File: src/rtl/prio_mixer_if.sv
// Pixel request, priority PROM and pixel output bundle for prio_mixer.
// The master side is the pixel source plus PROM; the slave side is the mixer.
interface prio_mixer_if #(
   parameter int COLW = 8
);
   logic            IN_VALID;
   logic            IN_READY;
   logic [2:0]      OBP;
   logic            NFIX;
   logic            NOBJ;
   logic            NVB;
   logic            NVA;
   logic [COLW-1:0] COL_FIX;
   logic [COLW-1:0] COL_OBJ;
   logic [COLW-1:0] COL_VB;
   logic [COLW-1:0] COL_VA;
   logic [COLW-1:0] BGCOL;
   logic [7:0]      PADDR;
   logic            EN1n;
   logic            EN2n;
   logic [3:0]      PQ;
   logic            OUT_VALID;
   logic            OUT_READY;
   logic [COLW-1:0] PIX;
   logic            SHADOW;

   modport master (
      output IN_VALID, OBP, NFIX, NOBJ, NVB, NVA,
             COL_FIX, COL_OBJ, COL_VB, COL_VA, BGCOL, PQ, OUT_READY,
      input  IN_READY, PADDR, EN1n, EN2n, OUT_VALID, PIX, SHADOW
   );

   modport slave (
      input  IN_VALID, OBP, NFIX, NOBJ, NVB, NVA,
             COL_FIX, COL_OBJ, COL_VB, COL_VA, BGCOL, PQ, OUT_READY,
      output IN_READY, PADDR, EN1n, EN2n, OUT_VALID, PIX, SHADOW
   );
endinterface

File: src/rtl/prio_mixer.sv
// Layer priority mixer: looks up a priority PROM per pixel and selects one of four layer colours.
// Optional macro PRIO_SHADOW_EN routes PROM bit Q2 to SHADOW; otherwise SHADOW is tied low.
module prio_mixer #(
   parameter int PROM_WAIT = 3,
   parameter int COLW      = 8
) (
   input logic        CLK,
   input logic        RESn,
   prio_mixer_if.slave bus
);

   typedef enum logic [1:0] {
      IDLE,
      ACCESS,
      HOLD
   } state_t;

   state_t          state_q, state_d;
   logic [3:0]      cnt_q, cnt_d;
   logic [2:0]      obp_q;
   logic [3:0]      nFlags_q;
   logic [COLW-1:0] colFix_q, colObj_q, colVb_q, colVa_q, bgCol_q;
   logic [COLW-1:0] pix_q, pix_d;
   logic            shadow_q, shadow_d;
   logic            accept;
   logic            sample;
   logic            allTransparent;
   logic            unusedPq;

   always_comb begin
      state_d = state_q;
      cnt_d   = cnt_q;
      accept  = 1'b0;
      sample  = 1'b0;
      unique case (state_q)
         IDLE: begin
            if (bus.IN_VALID) begin
               accept  = 1'b1;
               cnt_d   = 4'(PROM_WAIT - 1);
               state_d = ACCESS;
            end
         end
         ACCESS: begin
            if (cnt_q == 4'd0) begin
               sample  = 1'b1;
               state_d = HOLD;
            end else begin
               cnt_d = cnt_q - 4'd1;
            end
         end
         HOLD: begin
            if (bus.OUT_READY) begin
               state_d = IDLE;
            end
         end
         default: state_d = IDLE;
      endcase
   end

   // Backdrop wins whenever every layer is transparent, whatever the PROM says.
   assign allTransparent = (nFlags_q == 4'hF);

   always_comb begin
      pix_d = colFix_q;
      unique case (bus.PQ[1:0])
         2'd0: pix_d = colFix_q;
         2'd1: pix_d = colObj_q;
         2'd2: pix_d = colVb_q;
         2'd3: pix_d = colVa_q;
         default: pix_d = colFix_q;
      endcase
      if (allTransparent) begin
         pix_d = bgCol_q;
      end
   end

`ifdef PRIO_SHADOW_EN
   assign shadow_d = bus.PQ[2] & ~allTransparent;
   assign unusedPq = bus.PQ[3];
`else
   assign shadow_d = 1'b0;
   assign unusedPq = ^bus.PQ[3:2];
`endif

   always_ff @(posedge CLK) begin
      if (!RESn) begin
         state_q  <= IDLE;
         cnt_q    <= 4'd0;
         obp_q    <= 3'd0;
         nFlags_q <= 4'd0;
         colFix_q <= '0;
         colObj_q <= '0;
         colVb_q  <= '0;
         colVa_q  <= '0;
         bgCol_q  <= '0;
         pix_q    <= '0;
         shadow_q <= 1'b0;
      end else begin
         state_q <= state_d;
         cnt_q   <= cnt_d;
         if (accept) begin
            obp_q    <= bus.OBP;
            nFlags_q <= {bus.NFIX, bus.NOBJ, bus.NVB, bus.NVA};
            colFix_q <= bus.COL_FIX;
            colObj_q <= bus.COL_OBJ;
            colVb_q  <= bus.COL_VB;
            colVa_q  <= bus.COL_VA;
            bgCol_q  <= bus.BGCOL;
         end
         if (sample) begin
            pix_q    <= pix_d;
            shadow_q <= shadow_d;
         end
      end
   end

   // OBP bits are wired to the PROM address in reversed order.
   assign bus.PADDR     = {1'b0, obp_q[0], obp_q[1], obp_q[2], nFlags_q};
   assign bus.IN_READY  = (state_q == IDLE);
   assign bus.EN1n      = (state_q != ACCESS);
   assign bus.EN2n      = (state_q != ACCESS);
   assign bus.OUT_VALID = (state_q == HOLD);
   assign bus.PIX       = pix_q;
   assign bus.SHADOW    = shadow_q;

endmodule

File: src/flat_wrapper.sv
// flat-port wrapper written by rule: the top's interface ports become plain ports
module prio_mixer_flat 
#(
   parameter int PROM_WAIT = 3,
   parameter int COLW      = 8
)
  (CLK, RESn, bus_IN_VALID, bus_OBP, bus_NFIX, bus_NOBJ, bus_NVB, bus_NVA, bus_COL_FIX, bus_COL_OBJ, bus_COL_VB, bus_COL_VA, bus_BGCOL, bus_PQ, bus_OUT_READY, bus_IN_READY, bus_PADDR, bus_EN1n, bus_EN2n, bus_OUT_VALID, bus_PIX, bus_SHADOW);
  prio_mixer_if #(.COLW(COLW)) bus_i ();
  input logic CLK;
  input logic RESn;
  input wire logic [$bits(bus_i.IN_VALID)-1:0] bus_IN_VALID;
  input wire logic [$bits(bus_i.OBP)-1:0] bus_OBP;
  input wire logic [$bits(bus_i.NFIX)-1:0] bus_NFIX;
  input wire logic [$bits(bus_i.NOBJ)-1:0] bus_NOBJ;
  input wire logic [$bits(bus_i.NVB)-1:0] bus_NVB;
  input wire logic [$bits(bus_i.NVA)-1:0] bus_NVA;
  input wire logic [$bits(bus_i.COL_FIX)-1:0] bus_COL_FIX;
  input wire logic [$bits(bus_i.COL_OBJ)-1:0] bus_COL_OBJ;
  input wire logic [$bits(bus_i.COL_VB)-1:0] bus_COL_VB;
  input wire logic [$bits(bus_i.COL_VA)-1:0] bus_COL_VA;
  input wire logic [$bits(bus_i.BGCOL)-1:0] bus_BGCOL;
  input wire logic [$bits(bus_i.PQ)-1:0] bus_PQ;
  input wire logic [$bits(bus_i.OUT_READY)-1:0] bus_OUT_READY;
  output wire logic [$bits(bus_i.IN_READY)-1:0] bus_IN_READY;
  output wire logic [$bits(bus_i.PADDR)-1:0] bus_PADDR;
  output wire logic [$bits(bus_i.EN1n)-1:0] bus_EN1n;
  output wire logic [$bits(bus_i.EN2n)-1:0] bus_EN2n;
  output wire logic [$bits(bus_i.OUT_VALID)-1:0] bus_OUT_VALID;
  output wire logic [$bits(bus_i.PIX)-1:0] bus_PIX;
  output wire logic [$bits(bus_i.SHADOW)-1:0] bus_SHADOW;
  assign bus_i.IN_VALID = bus_IN_VALID;
  assign bus_i.OBP = bus_OBP;
  assign bus_i.NFIX = bus_NFIX;
  assign bus_i.NOBJ = bus_NOBJ;
  assign bus_i.NVB = bus_NVB;
  assign bus_i.NVA = bus_NVA;
  assign bus_i.COL_FIX = bus_COL_FIX;
  assign bus_i.COL_OBJ = bus_COL_OBJ;
  assign bus_i.COL_VB = bus_COL_VB;
  assign bus_i.COL_VA = bus_COL_VA;
  assign bus_i.BGCOL = bus_BGCOL;
  assign bus_i.PQ = bus_PQ;
  assign bus_i.OUT_READY = bus_OUT_READY;
  assign bus_IN_READY = bus_i.IN_READY;
  assign bus_PADDR = bus_i.PADDR;
  assign bus_EN1n = bus_i.EN1n;
  assign bus_EN2n = bus_i.EN2n;
  assign bus_OUT_VALID = bus_i.OUT_VALID;
  assign bus_PIX = bus_i.PIX;
  assign bus_SHADOW = bus_i.SHADOW;
  prio_mixer #(.PROM_WAIT(PROM_WAIT), .COLW(COLW)) u_core (.CLK(CLK), .RESn(RESn), .bus(bus_i));
endmodule
File: config.mk
export PLATFORM = sky130hd
export DESIGN_NAME = prio_mixer_flat
export DESIGN_NICKNAME = d
export VERILOG_FILES = /design/src/rtl/prio_mixer_if.sv /design/src/rtl/prio_mixer.sv /design/src/flat_wrapper.sv
export SDC_FILE = /design/constraint.sdc
export NUM_CORES = 1
export LEC_CHECK = 0
export ABC_CLOCK_PERIOD_IN_PS = 2840
export BUFFER_PORTS_ARGS = -buffer_cell sky130_fd_sc_hd__buf_2
export CORE_MARGIN = 2
export CORE_UTILIZATION = 54
export DETAILED_ROUTE_END_ITERATION = 12
export MAX_ROUTING_LAYER = met4
export PLACE_DENSITY_LB_ADDON = 0.15
export REMOVE_ABC_BUFFERS = 1
export SYNTH_ARGS = -nofsm -noshare
export SYNTH_HDL_FRONTEND = slang
export SYNTH_SLANG_ARGS = --single-unit
File: constraint.sdc
create_clock -name CLK -period 2.84 [get_ports CLK]
set_input_delay 0.284 -clock CLK [delete_from_list [all_inputs] [get_ports CLK]]
set_output_delay 0.284 -clock CLK [all_outputs]
set_load 0.05 [all_outputs]
; After elaboration in Yosys (flattened, before gate mapping)
; Cells that the tools add are included.
; Widths: inputs -> output; s select.
[totals]
in_bits = 55
elab_cells = 41
regBits = 61
output_inout_bits = 21
[classes]
reduce_logical = 6
n_eq_ne = 11
add_sub_neg = 1
muxes = 13
[op_table]
columns = op, count
row1 = $pmux 8 s4, 1
row2 = $mux 4, 2
row3 = $mux 8, 1
row4 = $pmux 4 s2, 1
row5 = $eq 2x2->1 const B, 3
row6 = $mux 2, 3
row7 = $ne 2x2->1 const B, 3
row8 = $pmux 2 s3, 1
row9 = $reduce_and 3->1, 2
row10 = $eq 2x1->1 const B, 2
row11 = $eq 4x4->1 const B, 1
row12 = $logic_not 2->1, 2
row13 = $logic_not 4->1, 1
row14 = $mux 1, 4
row15 = $ne 2x1->1 const B, 2
row16 = $sub 4x1->4 const B, 1
row17 = $reduce_bool 2->1, 1

; Longest topological paths before layout
[depth]
depth_word = 3
mapped_depth = 5
ltp_nobuf = 5

; Worst setup path before layout
; Ideal clock, no wire load.
[synth_path]
kind = register -> register
from = reg u_core.cnt_q[0]
to = reg u_core.cnt_q[3]
stages_incl_launch_ff = 6
period_less_slack_ps = 1540
required_ps = 2754
setup_ps = 86
t_arrival_ps = 1454
path_slack_ps = 1300
cell_sequence = dfxtp_1 -> inv_1 -> ha_1 -> nor4bb_2 -> or4_1 -> a211oi_1
[synth_between]
elab_chain_cells = 3
[synth_rtl]
columns = item, line_no
row1 = "start, declared", prio_mixer.sv:19  ; logic [3:0] cnt_q, cnt_d;
row2 = "start signal, assigned", prio_mixer.sv:100  ; cnt_q <= cnt_d;
row3 = $sub 4x1->4 / $logic_not 4->1 (equally long branches), "prio_mixer.sv:48, prio_mixer.sv:44"
row4 = $mux 4 / $ne 2x2->1 (equally long branches), n/a
row5 = $pmux 4 s2 / $reduce_and 3->1 (equally long branches), n/a
; Parallel ways exist; a longest one is shown, timed or not. The select of a mux whose other input is x is not followed.
; A chain may end at the register's enable or synchronous reset.

; Final worst setup path
[layout_path]
from = reg u_core.state_q[0]
to = out bus_EN1n
[layout_between]
elab_chain_cells = 1
[layout_rtl]
columns = item, line_no
row1 = "start, declared", prio_mixer.sv:18  ; state_t state_q, state_d;
row2 = "start signal, assigned", prio_mixer.sv:99  ; state_q <= state_d;
row3 = $ne 2x1->1, prio_mixer.sv:120  ; assign bus.EN1n = (state_q != ACCESS);
row4 = "end, declared", flat_wrapper.sv:26  ; output wire logic [$bits(bus_i.EN1n)-1:0] bus_EN1n;
; No other way between the ends.

==> results.toml <==
[run]
cap_viol_max_count = 0

[timing]
max_slew_margin_pct = 37.0
setup_tns_ns = 0
drv_slew = 0
rsz0062_at_grt = "false"
clock_skew_ns = 0.00675
min_period_ns = 1.83
worst_pin_slew_ns = 0.945
final-hold-violation-count = 0
fin_ws_ns = 1.01
setup_viol = 0
max_freq_mhz = 548
min_period_over_period_pct = 64.3

[placement]
post-place-ws_ns = 1.08
dp_cells = 405
gp_routability_congestion = 0.747
dp_hpwl_um = 3550
portBuffers = 71
placed_cell_area_um2 = 2870

[global_route]
grt_pass1_wl_um = 9140
groute.usage.overall_pct = 23.6
grt_max_degree = 61
antenna_found_initial = 0
grt_pass1_vias = 2067
gr-total-overflow = 0

[clock_tree]
cts_hold_buf = 0
clk_path_buf_depth = 2
postCtsResizedCells = 0
path_clk_slew_ns = 0.07
cts_made_buffers = 9
h-tree-depth = 3
cts-root-buf = "clkbuf_8"
clkLatencyLatePin_ns = 0.33
clock-sinks = 61
cts_tree = "done"
postCtsSetupBuffers = 0

[finish]
nets = 421
area_delta_synth_final_pct = 23.7
n_fill_cell = 362
instances_no_fill = 421
layout-drive-gt1-share_pct = 28.7
num_antenna_cells = 0
stdcell_area_um2 = 3110

[floorplan]
num_io_pins = 76
die_h_um = 72.3
die-area_um2 = 5220
core-area_um2 = 4410
rows = 24
initial_core_util_pct = 57.0
die_w_um = 72.3

[pwr]
seqPwrFrac_pct = 39.9
leakagePower_nw = 1.29
max-vdd-ir-drop_mv = 0.487
p_sw_share_pct = 31.1
intPower_w = 0.00175
cellPowerDensity_nw_per_um2 = 817
pwr-share-comb_pct = 23.2
p_clk_share_pct = 36.9
finalPower_w = 0.00254
p_sw_w = 0.000791

[worst_hold_path]
hp-class = "in -> reg"

[detailed_routing]
vias_per_cell = 5.36
drc = 0
drt_iter0_drc = 130
ant_nets = 0
first_pass_iters = 5
routed_wl_um = 5530
routedWlPerCell_um = 13.1
vias = 2255

[worst_setup_path]
end_kind = "output port"
critPathTopFamily = "flip-flops"
start_kind = "flip-flop"
crit_fanout = 11
max_stage_delay_ns = 0.46
crit_slowest_cell = "dfxtp_1"
worstPathArrival_ns = 1.54
cp_cell_sequence = "and2b_1 -> inv_2 -> buf_2"
critPathBufInv = 2
required_ns = 2.56
crit_type = "reg -> out"

[synthesis]
yosysSeqAreaShare_pct = 48.5
syn_area_per_cell_um2 = 8.36
synth_cells = 301
synth.distinct_cells = 35
synth-edff-count = 0
syn_area_um2 = 2520
yosys_warnings = 0
ys_ff_latch = 61
async_flop_share_pct = 0
synthFlopType = "dfxtp_1"

[status]
status = "completed"
## cells in the final DEF (no fill, tap or decap), types with 2 or more instances in the layout
cell type | Yosys | routed
a21oi_1 | 57 | 57
a311oi_1 | 8 | 8
buf_2 | 4 | 71
buf_4 | 3 | 3
bufinv_16 | 0 | 3
clkbuf_8 | 0 | 10
clkinvlp_4 | 0 | 2
conb_1 | 1 | 2
dfxtp_1 | 61 | 61
ha_1 | 2 | 2
inv_1 | 3 | 3
mux4_2 | 8 | 8
nand2_1 | 110 | 110
nor2b_1 | 2 | 2
nor3b_2 | 1 | 2
o21ai_0 | 3 | 3
or3b_2 | 2 | 2
or4_1 | 2 | 2
## per-stage QoR
step	hold WS (ns)	utilization, %
detailed placement	0.445	64.9
floorplan	0.402	-
global placement	0.439	64.9
global route	0.176	70.5
finish	0.176	70.5
CTS	0.168	70.5
## cells by family (layout without fill, tap and decap cells)
group / count (synthesis) / count (layout) / share of synthesized area (%)
simple gates: 127 / 127 / 21.6
compound gates: 74 / 74 / 16.8
flops: 61 / 61 / 48.5
buf+inv: 28 / 95 / 4.82
mux: 8 / 8 / 7.16
fa+ha+maj: 2 / 2 / 0.994
other cells: 1 / 2 / 0.149
## power groups by stage
stage,Combinational [W],Clock [W],Sequential [W]
after global placement,0.000580,0,0.00103
after floorplan,0.000330,0,0.00112
after global routing,0.000652,0.000985,0.00102
final,0.000590,0.000939,0.00101
after CTS,0.000596,0.000949,0.00101
after detailed placement,0.000590,0,0.00103
## cell type report
| class | instances | area, µm² | share of cell area, % |
|---|---|---|---|
| Sequential cell | 61 | 1220 | 39.2 |
| Multi-Input combinational cell | 213 | 1180 | 38.0 |
| Timing Repair Buffer | 74 | 378 | 12.1 |
| Clock buffer | 10 | 138 | 4.42 |
| Clock inverter | 6 | 110 | 3.54 |
| Tap cell | 52 | 65.1 | 2.09 |
| Inverter | 5 | 18.8 | 0.603 |
## path summary, 6_finish.rpt
path | start | slack, ns | end | cells past startpoint
setup / recovery | u_core.state_q[0] | 1.01 | bus_EN1n | 3
hold / removal | RESn | 0.18 | u_core.state_q[1] | 2
setup reg to reg | u_core.state_q[0] | 1.06 | u_core.cnt_q[2] | 4
hold reg to reg | u_core.obp_q[0] | 0.45 | u_core.obp_q[0] | 2
## layer usage
| metal | global-route usage [%] | vias up | share of wire, % |
|---|---|---|---|
| li1 | - | 1147 | - |
| met1 | 28.6 | 1037 | 44 |
| met2 | 36.7 | 61 | 49 |
| met3 | 7.78 | 10 | 5.8 |
| met4 | 9.01 | 0 | 1.1 |
| met5 | - | - | 0 |
## registers in the layout, indices dropped and copies added, names as in the netlist, 4 cells and up
name and flops:
u_core.bgCol_q 8, u_core.bus.PIX 8, u_core.cnt_q 4, u_core.colFix_q 8
u_core.colObj_q 8, u_core.colVa_q 8, u_core.colVb_q 8, u_core.nFlags_q 4
## cells in the mapped netlist, types with 2 or more instances
master	n	area [µm²]
nand2_1	110	413
dfxtp_1	61	1220
a21oi_1	57	285
clkbuf_1	13	48.8
a311oi_1	8	70.1
mux4_2	8	180
buf_2	4	20.0
buf_1	3	11.3
buf_4	3	22.5
inv_1	3	11.3
o21ai_0	3	15.0
ha_1	2	25.0
nor2b_1	2	12.5
or3b_2	2	17.5
or4_1	2	15.0
No activity file was read; power rests on OpenSTA's default activity.
